$ cat src/rtl/pdm_sample_pacer.sv
// pdm_sample_pacer: buffers signed 16-bit audio samples in a small FIFO and
// releases one per DIV-clock sample period. Each released sample is scaled
// by an unsigned volume, saturated, and held on a registered duty output.
// Optional feature macro: UNDERRUN_MUTE_EN (forces duty to silence on underrun).
//
// Handshake: a sample transfers at a rising clk edge where smpl_vld and
// smpl_rdy are both high. smpl_rdy depends only on rst and registered
// occupancy, never on smpl_vld, so the producer may hold smpl_vld high
// and wait.
module pdm_sample_pacer #(
   parameter int DEPTH = 8,
   parameter int DIV   = 1024,
   parameter int VOL_W = 8
) (
   input  logic                     clk,
   input  logic                     rst,
   input  logic [15:0]              smpl_in,
   input  logic                     smpl_vld,
   output logic                     smpl_rdy,
   input  logic [VOL_W-1:0]         volume,
   output logic [15:0]              duty,
   output logic                     duty_upd,
   output logic [$clog2(DEPTH):0]   fifo_cnt,
   output logic                     underrun
);

   localparam int PW     = $clog2(DEPTH);
   localparam int CW     = $clog2(DIV);
   localparam int PROD_W = 16 + VOL_W + 1;
   localparam logic signed [PROD_W-1:0] SAT_MAX = PROD_W'(32767);
   localparam logic signed [PROD_W-1:0] SAT_MIN = -PROD_W'(32768);

   logic [15:0]       mem [DEPTH];
   logic [PW-1:0]     wr_ptr;
   logic [PW-1:0]     rd_ptr;
   logic [CW-1:0]     pace_cnt;
   logic              strobe;
   logic              push;
   logic              pop;
   logic signed [PROD_W-1:0] head_ext;
   logic signed [PROD_W-1:0] vol_ext;
   logic signed [PROD_W-1:0] product;
   logic signed [PROD_W-1:0] scaled;
   logic [15:0]       sat_val;

   assign smpl_rdy = ~rst & (fifo_cnt != (PW + 1)'(DEPTH));
   assign strobe   = (pace_cnt == CW'(DIV - 1));
   assign push     = smpl_vld & smpl_rdy;
   assign pop      = strobe & (fifo_cnt != '0);

   // Scale the FIFO head by volume at full width, shift down by unity gain
   // (arithmetic shift floors toward -inf), then clamp to the 16-bit range.
   always_comb begin
      head_ext = PROD_W'($signed(mem[rd_ptr]));
      vol_ext  = PROD_W'($signed({1'b0, volume}));
      product  = head_ext * vol_ext;
      scaled   = product >>> (VOL_W - 1);
      if (scaled > SAT_MAX)
         sat_val = 16'h7FFF;
      else if (scaled < SAT_MIN)
         sat_val = 16'h8000;
      else
         sat_val = scaled[15:0];
   end

   // Free-running sample-period counter; wraps at DIV-1 regardless of FIFO state.
   always_ff @(posedge clk) begin
      if (rst)
         pace_cnt <= '0;
      else if (strobe)
         pace_cnt <= '0;
      else
         pace_cnt <= pace_cnt + 1'b1;
   end

   // Sample storage; written only on a completed handshake.
   always_ff @(posedge clk) begin
      if (push)
         mem[wr_ptr] <= smpl_in;
   end

   // FIFO pointers and occupancy; push and pop in the same cycle cancel out.
   always_ff @(posedge clk) begin
      if (rst) begin
         wr_ptr   <= '0;
         rd_ptr   <= '0;
         fifo_cnt <= '0;
      end else begin
         if (push)
            wr_ptr <= wr_ptr + 1'b1;
         if (pop)
            rd_ptr <= rd_ptr + 1'b1;
         case ({push, pop})
            2'b10:   fifo_cnt <= fifo_cnt + 1'b1;
            2'b01:   fifo_cnt <= fifo_cnt - 1'b1;
            default: fifo_cnt <= fifo_cnt;
         endcase
      end
   end

   // Output stage: latch the scaled sample on a pop, flag a strobe that finds
   // the FIFO empty. The pushed-while-empty sample waits for the next strobe.
   always_ff @(posedge clk) begin
      if (rst) begin
         duty     <= 16'h0000;
         duty_upd <= 1'b0;
         underrun <= 1'b0;
      end else begin
         duty_upd <= 1'b0;
         if (pop) begin
            duty     <= sat_val;
            duty_upd <= 1'b1;
         end else if (strobe) begin
            underrun <= 1'b1;
`ifdef UNDERRUN_MUTE_EN
            if (duty != 16'h0000) begin
               duty     <= 16'h0000;
               duty_upd <= 1'b1;
            end
`endif
         end
      end
   end

endmodule

$ cat config.mk
export PLATFORM = sky130hd
export DESIGN_NAME = pdm_sample_pacer
export DESIGN_NICKNAME = d
export VERILOG_FILES = /design/src/rtl/pdm_sample_pacer.sv
export SDC_FILE = /design/constraint.sdc
export NUM_CORES = 1
export LEC_CHECK = 0
export BUFFER_PORTS_ARGS = -buffer_cell sky130_fd_sc_hd__buf_2
export CORE_MARGIN = 4
export CORE_UTILIZATION = 30
export DETAILED_ROUTE_END_ITERATION = 12
export GPL_ROUTABILITY_DRIVEN = 0
export MAX_ROUTING_LAYER = met4
export PLACE_DENSITY = 0.48
export SETUP_SLACK_MARGIN = 0.1
export SLEW_MARGIN = 10
export SYNTH_ARGS = -nofsm -noshare
export SYNTH_HDL_FRONTEND = slang
export SYNTH_SLANG_ARGS = --single-unit
$ cat constraint.sdc
create_clock -name clk -period 7.76 [get_ports clk]
set_input_delay 1.164 -clock clk [delete_from_list [all_inputs] [get_ports clk]]
set_output_delay 1.164 -clock clk [all_outputs]
set_load 0.02 [all_outputs]
==> results of run 1 <==
-- sequential cells by signal (all words and copies together) (netlist names), named ones only --
signal and cells:
duty 16, fifo_cnt 4, wr_ptr 3, duty_upd 1, mem 128, rd_ptr 3, underrun 1, pace_cnt 10
-- layer usage --
metal / vias to the layer above / track usage / wire length [µm]
met2: 76 / 0.2345 / 13030
met5: - / - / 0
met1: 3556 / 0.1656 / 11340
met4: 0 / 0.03007 / 248
met3: 19 / 0.02005 / 578
li1: 3318 / - / -
-- tightest hold or removal path, delay by kind of cell, from the launching register on --
kind            cells  cell delay, ns
flops               1            0.32
simple gates        1            0.07
compound gates      1            0.04
-- worst paths after layout --
| path | start | depth (start not counted) | end |
|---|---|---|---|
| worst max-delay path | flop | 22 | duty[1]$_SDFFE_PP0P_ |
| worst max register to register | flop | 22 | duty[1]$_SDFFE_PP0P_ |
| worst min register to register | underrun$_SDFFE_PP0P_ | 2 | underrun$_SDFFE_PP0P_ |
| worst min-delay path | underrun$_SDFFE_PP0P_ | 2 | underrun$_SDFFE_PP0P_ |
-- power by group through the flow --
| stage | Sequential (µW) | Clock (µW) | Combinational (µW) |
|---|---|---|---|
| after global placement | 1010 | 0 | 1920 |
| final | 987 | 810 | 1910 |
| after CTS | 987 | 831 | 1940 |
| after detailed placement | 1010 | 0 | 1920 |
| after floorplan | 1010 | 0 | 1530 |
| after global routing | 987 | 870 | 2210 |
-- layout by cell type (no fill, tap or decap), types with 5 or more instances in the layout --
master and n:
nor3_1 5, nor2_1 52, a21o_1 9, mux2_2 7, nor2b_1 52, xnor2_1 22
a211oi_1 7, o211ai_1 5, nand2_1 51, mux2i_1 11, inv_1 148, o21ai_1 10
buf_4 26, dfxtp_1 40, mux4_2 32, nand3_1 8, and3_1 10, a211oi_2 12
ha_1 52, buf_2 49, xor2_1 11, edfxtp_1 128, a21oi_1 34, fa_1 102
clkbuf_16 17, nand2b_1 29, o21ai_0 12, and2_1 26
-- synth_stat cells, types with 10 or more instances --
cell type,number,area share
fa_1,102,0.18
mux4_2,32,0.064
a21oi_1,34,0.015
xor2_1,11,0.0085
xnor2_1,22,0.017
inv_1,148,0.049
nor2_1,52,0.017
mux2i_1,11,0.0097
nor2b_1,53,0.029
dfxtp_1,41,0.072
and3_1,10,0.0055
a211oi_2,12,0.013
ha_1,52,0.057
nand2b_1,29,0.016
nand2_1,51,0.017
o21ai_0,12,0.0053
clkbuf_1,20,0.0066
o21ai_1,10,0.0044
edfxtp_1,128,0.34
and2_1,26,0.014
-- stage by stage --
stage               setup WS, ns  hold WS (ns)  total power, µW  instance area, µm²  std cells
finish                    0.7333        0.4611             3702               12840       1529
global route              0.1843        0.5082             4066               12840       1529
CTS                       0.7084        0.4685             3755               12840       1526
detailed placement        0.7326        0.4522             2930               12290       1494
global placement          0.8253        0.4453             2931               12290       1494
floorplan                 0.7997        0.4302             2532               11330        944
-- cell families (layout without fill, tap and decap cells) --
kind of cell	after synthesis	after routing	synth area share
other	0	3	0
xor gates and xnor gates	33	33	0.02550
AOI/OAI and AO/OA	110	110	0.06656
adders and majority gates	154	154	0.2376
and+or+nand+nor	251	251	0.1178
DFF	169	169	0.4115
muxes	50	50	0.08025
buffers and inverters	177	255	0.06082
-- cell type report --
type	instances	area, µm²
Clock inverter	12	113.9
Tap cell	504	630.6
Antenna cell	3	7.507
Sequential cell	169	4666
Multi-Input combinational cell	598	5993
Fill cell	3738	24120
Clock buffer	20	436.7
Inverter	148	555.5
Timing Repair Buffer	75	440.4
==> results.sh, run 1 <==
export IMPL_ys_ff_latch=169
export IMPL_finalCritPeriodShare=0.9055
export IMPL_pwr_share_clk=0.219
export IMPL_overflow=0
export IMPL_drt_pass1_iter_count=4
export IMPL_cts_buffer_depth=2
export IMPL_synth_edff_count=128
export IMPL_setup_tns_ns=0
export IMPL_cp_start_kind="flop"
export IMPL_pin_count=50
export IMPL_p_seq_frac=0.267
export IMPL_critPathArrivalTime_ns=7.30
export IMPL_post_cts_resized=0
export IMPL_fp_coreArea_um2=36960
export IMPL_post_route_min_period_ns=7.027
export IMPL_clock_latency_ns=0.43
export IMPL_core_rowCount=70
export IMPL_initial_core_util=0.3067
export IMPL_tightestPinTransition_ns=0.9674
export IMPL_p_comb_frac=0.515
export IMPL_antenna_found_initial=3
export IMPL_hold_viol_final=0
export IMPL_syn_area_um2=11330
export IMPL_peakVddDrop_mv=0.2217
export IMPL_port_buffers=49
export IMPL_max_slew_margin=0.3527
export IMPL_cellPowerDensity_nw_per_um2=288.3
export IMPL_slowest_stage="dfxtp_2"
export IMPL_syn_to_final_growth_pct=13.31
export IMPL_setup_viol=0
export IMPL_grt_pass1_wl_um=42170
export IMPL_num_nets_final=1190
export IMPL_cp_max_fo=17
export IMPL_required_ns=8.04
export IMPL_syn_nets=1125
export IMPL_slew_violations=0
export IMPL_cts_sinks=169
export IMPL_critPathMaxStageDelay_ns=0.62
export IMPL_cts_made_buffers=17
export IMPL_synth_cells=944
export IMPL_via_per_inst=4.558
export IMPL_ys_warn_count=0
export IMPL_power_switching_share=0.4160
export IMPL_max_cap_violations=0
export IMPL_antenna_left=0
export IMPL_critPathTopFamily="adder cells"
export IMPL_path_clk_slew_ns=0.07
export IMPL_dp_hpwl_um=18640
export IMPL_setup_reg_to_reg_worst_slack_ns=0.73
export IMPL_synth_seq_area_share=0.4115
export IMPL_die_w_um=202.4
export IMPL_hold_class="reg2reg"
export IMPL_fin_skew_ns=0.007661
export IMPL_synth_ff_type="edfxtp_1"
export IMPL_synth_async_sr_flop_share=0
export IMPL_die_h_um=202.4
export IMPL_vias=6969
export IMPL_rsz0062_at_grt="false"
export IMPL_clock_root_buffer="clkbuf_16"
export IMPL_max_freq_ghz=0.1423
export IMPL_path_cells="mux4_2 -> mux2_2 -> and2_1 -> fa_1 -> inv_1 -> fa_1 -> inv_1 -> fa_1 -> inv_1 -> fa_1 -> inv_1 -> ha_1 -> a21o_1 -> a211o_1 -> a31oi_1 -> o21ai_0 -> and3_1 -> a211oi_2 -> nand4_4 -> a21boi_2 -> buf_4 -> a211oi_1"
export IMPL_leakagePower_uw=0.005167
export IMPL_endpoint_kind="flop"
export IMPL_switchingPower_uw=1540
export IMPL_outcome="finished, final reports clean"
export IMPL_grt_max_degree=34
export IMPL_cts_tree="built"
export IMPL_gr_usage_all_layers=0.1342
export IMPL_wl_per_cell_um=16.48
export IMPL_syn_area_per_cell_um2=12.01
export IMPL_intPower_uw=2162
export IMPL_routed_wl_um=25200
export IMPL_drc_errors=0
export IMPL_cts_setup_buffers=0
export IMPL_fp_dieArea_um2=40960
export IMPL_hold_buffers=0
export IMPL_drive_gt1_frac=0.1605
export IMPL_post_route_util=0.3475
export IMPL_grt_pass1_vias=7702
export IMPL_synth_cell_type_count=51
export IMPL_path_class="reg2reg"
export IMPL_htreeDepth=4
export IMPL_drt_first_iter_violations=410
export IMPL_crit_buf_inv=5
Power figures use the tool's default switching activity.
==> inputs of run 2 (changes only) <==
CELL_PAD_IN_SITES_DETAIL_PLACEMENT = 1   (was default)
CELL_PAD_IN_SITES_GLOBAL_PLACEMENT = 2   (was default)
PLACE_DENSITY = 0.62   (was 0.48)
==> run 2 against run 1 <==
  * Sequential power about the same
  * Register-to-register slack about the same
  * Non-clock buffer count is 1 higher
  * Clock skew grew 0.0081 ns
==> results.sh, run 2 (synthesized netlist as in run 1, its figures left out) <==
export IMPL_reg_largest_list="mem: 128 flops, duty: 16 flops, pace_cnt: 10 flops"
export IMPL_drt_pass1_iter_count=4
export IMPL_peakVddDrop_mv=0.1804
export IMPL_vias=7101
export IMPL_num_nets_final=1191
export IMPL_fp_dieArea_um2=40960
export IMPL_max_slew_margin=0.4707
export IMPL_antenna_found_initial=0
export IMPL_required_ns=8.12
export IMPL_reg2regPathDepth=22
export IMPL_multi_input_area_um2=5993
export IMPL_path_class="reg2reg"
export IMPL_cts_buffer_depth=2
export IMPL_cp_max_fo=15
export IMPL_clock_root_buffer="clkbuf_16"
export IMPL_grt_pass1_wl_um=45260
export IMPL_die_h_um=202.4
export IMPL_diodes=0
export IMPL_ff_latch_area_um2=4666
export IMPL_outcome="finished, final reports clean"
export IMPL_dp_hpwl_um=20430
export IMPL_max_cap_violations=0
export IMPL_drt_first_iter_violations=268
export IMPL_tightestPinTransition_ns=0.7940
export IMPL_crit_buf_inv=5
export IMPL_fin_skew_ns=0.01574
export IMPL_setup_tns_ns=0
export IMPL_critPathArrivalTime_ns=7.39
export IMPL_wl_per_cell_um=18.00
export IMPL_cts_sinks=169
export IMPL_clock_latency_ns=0.44
export IMPL_core_rowCount=70
export IMPL_syn_to_final_growth_pct=13.62
export IMPL_final_cell_mix="148 x inv_1, 128 x edfxtp_1, 102 x fa_1"
export IMPL_critPathTopFamily="adder cells"
export IMPL_holdWs_ns=0.4630
export IMPL_via_per_inst=4.656
export IMPL_fp_coreArea_um2=36960
export IMPL_routed_wl_um=27460
export IMPL_path_cells="mux4_2 -> mux2_2 -> nand2_1 -> inv_1 -> fa_1 -> inv_1 -> fa_1 -> inv_1 -> fa_1 -> inv_1 -> fa_1 -> inv_1 -> ha_1 -> nand4_1 -> nor3_1 -> nand2_1 -> a221oi_1 -> mux2i_1 -> a21oi_1 -> nor2_2 -> o21ai_0 -> a211oi_2"
export IMPL_fillers=4057
export IMPL_leakagePower_uw=0.005198
export IMPL_largest_register_ffs=128
export IMPL_cts_made_buffers=17
export IMPL_initial_core_util=0.3067
export IMPL_drive_gt1_frac=0.1655
export IMPL_hold_viol_final=0
export IMPL_hold_buffers=0
export IMPL_cellPowerDensity_nw_per_um2=295.3
export IMPL_port_buffers=49
export IMPL_final_common_cell="inv_1"
export IMPL_pin_count=50
export IMPL_cts_tree="built"
export IMPL_crit_top_cell="inv_1"
export IMPL_path_depth=22
export IMPL_slowest_stage="fa_1"
export IMPL_grt_max_degree=34
export IMPL_antenna_left=0
export IMPL_cts_setup_buffers=0
export IMPL_hold_class="reg2reg"
export IMPL_critPathMaxStageDelay_ns=0.66
export IMPL_cp_start_kind="flop"
export IMPL_slew_violations=0
export IMPL_max_freq_ghz=0.1422
export IMPL_path_clk_slew_ns=0.08
export IMPL_whs_path_depth=1
export IMPL_drc_errors=0
export IMPL_post_route_min_period_ns=7.030
export IMPL_overflow=0
export IMPL_htreeDepth=4
export IMPL_regMostFlops="mem"
export IMPL_gr_usage_all_layers=0.1454
export IMPL_endpoint_kind="flop"
export IMPL_setup_viol=0
export IMPL_post_cts_resized=0
export IMPL_rsz0062_at_grt="false"
export IMPL_die_w_um=202.4
export IMPL_finalCritPeriodShare=0.9060
export IMPL_grt_pass1_vias=8054
[run 2: changes by cell type in the layout (fill, tap and decap cells not counted), moves of 2 or more]
cell | previous run | this run
clkbuf_1 | 3 | 0
clkinv_1 | 3 | 0
clkinv_4 | 0 | 3
diode_2 | 3 | 0
clkinvlp_4 | 2 | 0
[run 2: metal layers]
layer  routed length (µm)  share of wire  vias up  global-route usage
met2                14080           0.51       53              0.2506
met4                  244         0.0089        0             0.02789
met5                    0              0        -                   -
met1                12680           0.46     3733              0.1862
met3                  449          0.016       16             0.01893
li1                     -              -     3299                   -
[run 2: cell type report]
| type | count | area share |
|---|---|---|
| well taps | 504 | 0.04897 |
| flip-flops and latches | 169 | 0.3623 |
| repair buffers | 76 | 0.03478 |
| multi-input cells | 598 | 0.4654 |
| clock inverters | 13 | 0.01244 |
| inverters | 148 | 0.04314 |
| clock buffers | 17 | 0.03303 |
[run 2: worst paths after layout]
kind | start | endpoint | slack [ns]
hold / removal | pace_cnt[0]$_SDFF_PP0_ | pace_cnt[0]$_SDFF_PP0_ | 0.46
hold reg to reg | pace_cnt[0]$_SDFF_PP0_ | pace_cnt[0]$_SDFF_PP0_ | 0.46
setup reg to reg | flop | duty[5]$_SDFFE_PP0P_ | 0.73
setup / recovery | flop | duty[5]$_SDFFE_PP0P_ | 0.73
[run 2: through the flow]
step	power [µW]	instances	utilization	worst slack, ns	cell area (µm²)
6_report	3803	1525	0.3484	0.7295	12880
5_1_grt	4157	1525	0.3484	0.1258	12880
4_1_cts	3872	1525	0.3484	0.6324	12880
3_5_place_dp	2989	1495	0.3326	0.6813	12290
3_3_place_gp	2993	1495	0.3326	0.7717	12290
2_1_floorplan	2532	944	-	0.7997	11330
[run 2: power breakdown]
group	total (µW)	internal [µW]	switching, µW
clock network	860	482	378
registers	987	981	5.03
logic	1960	738	1220
total	3800	2200	1600
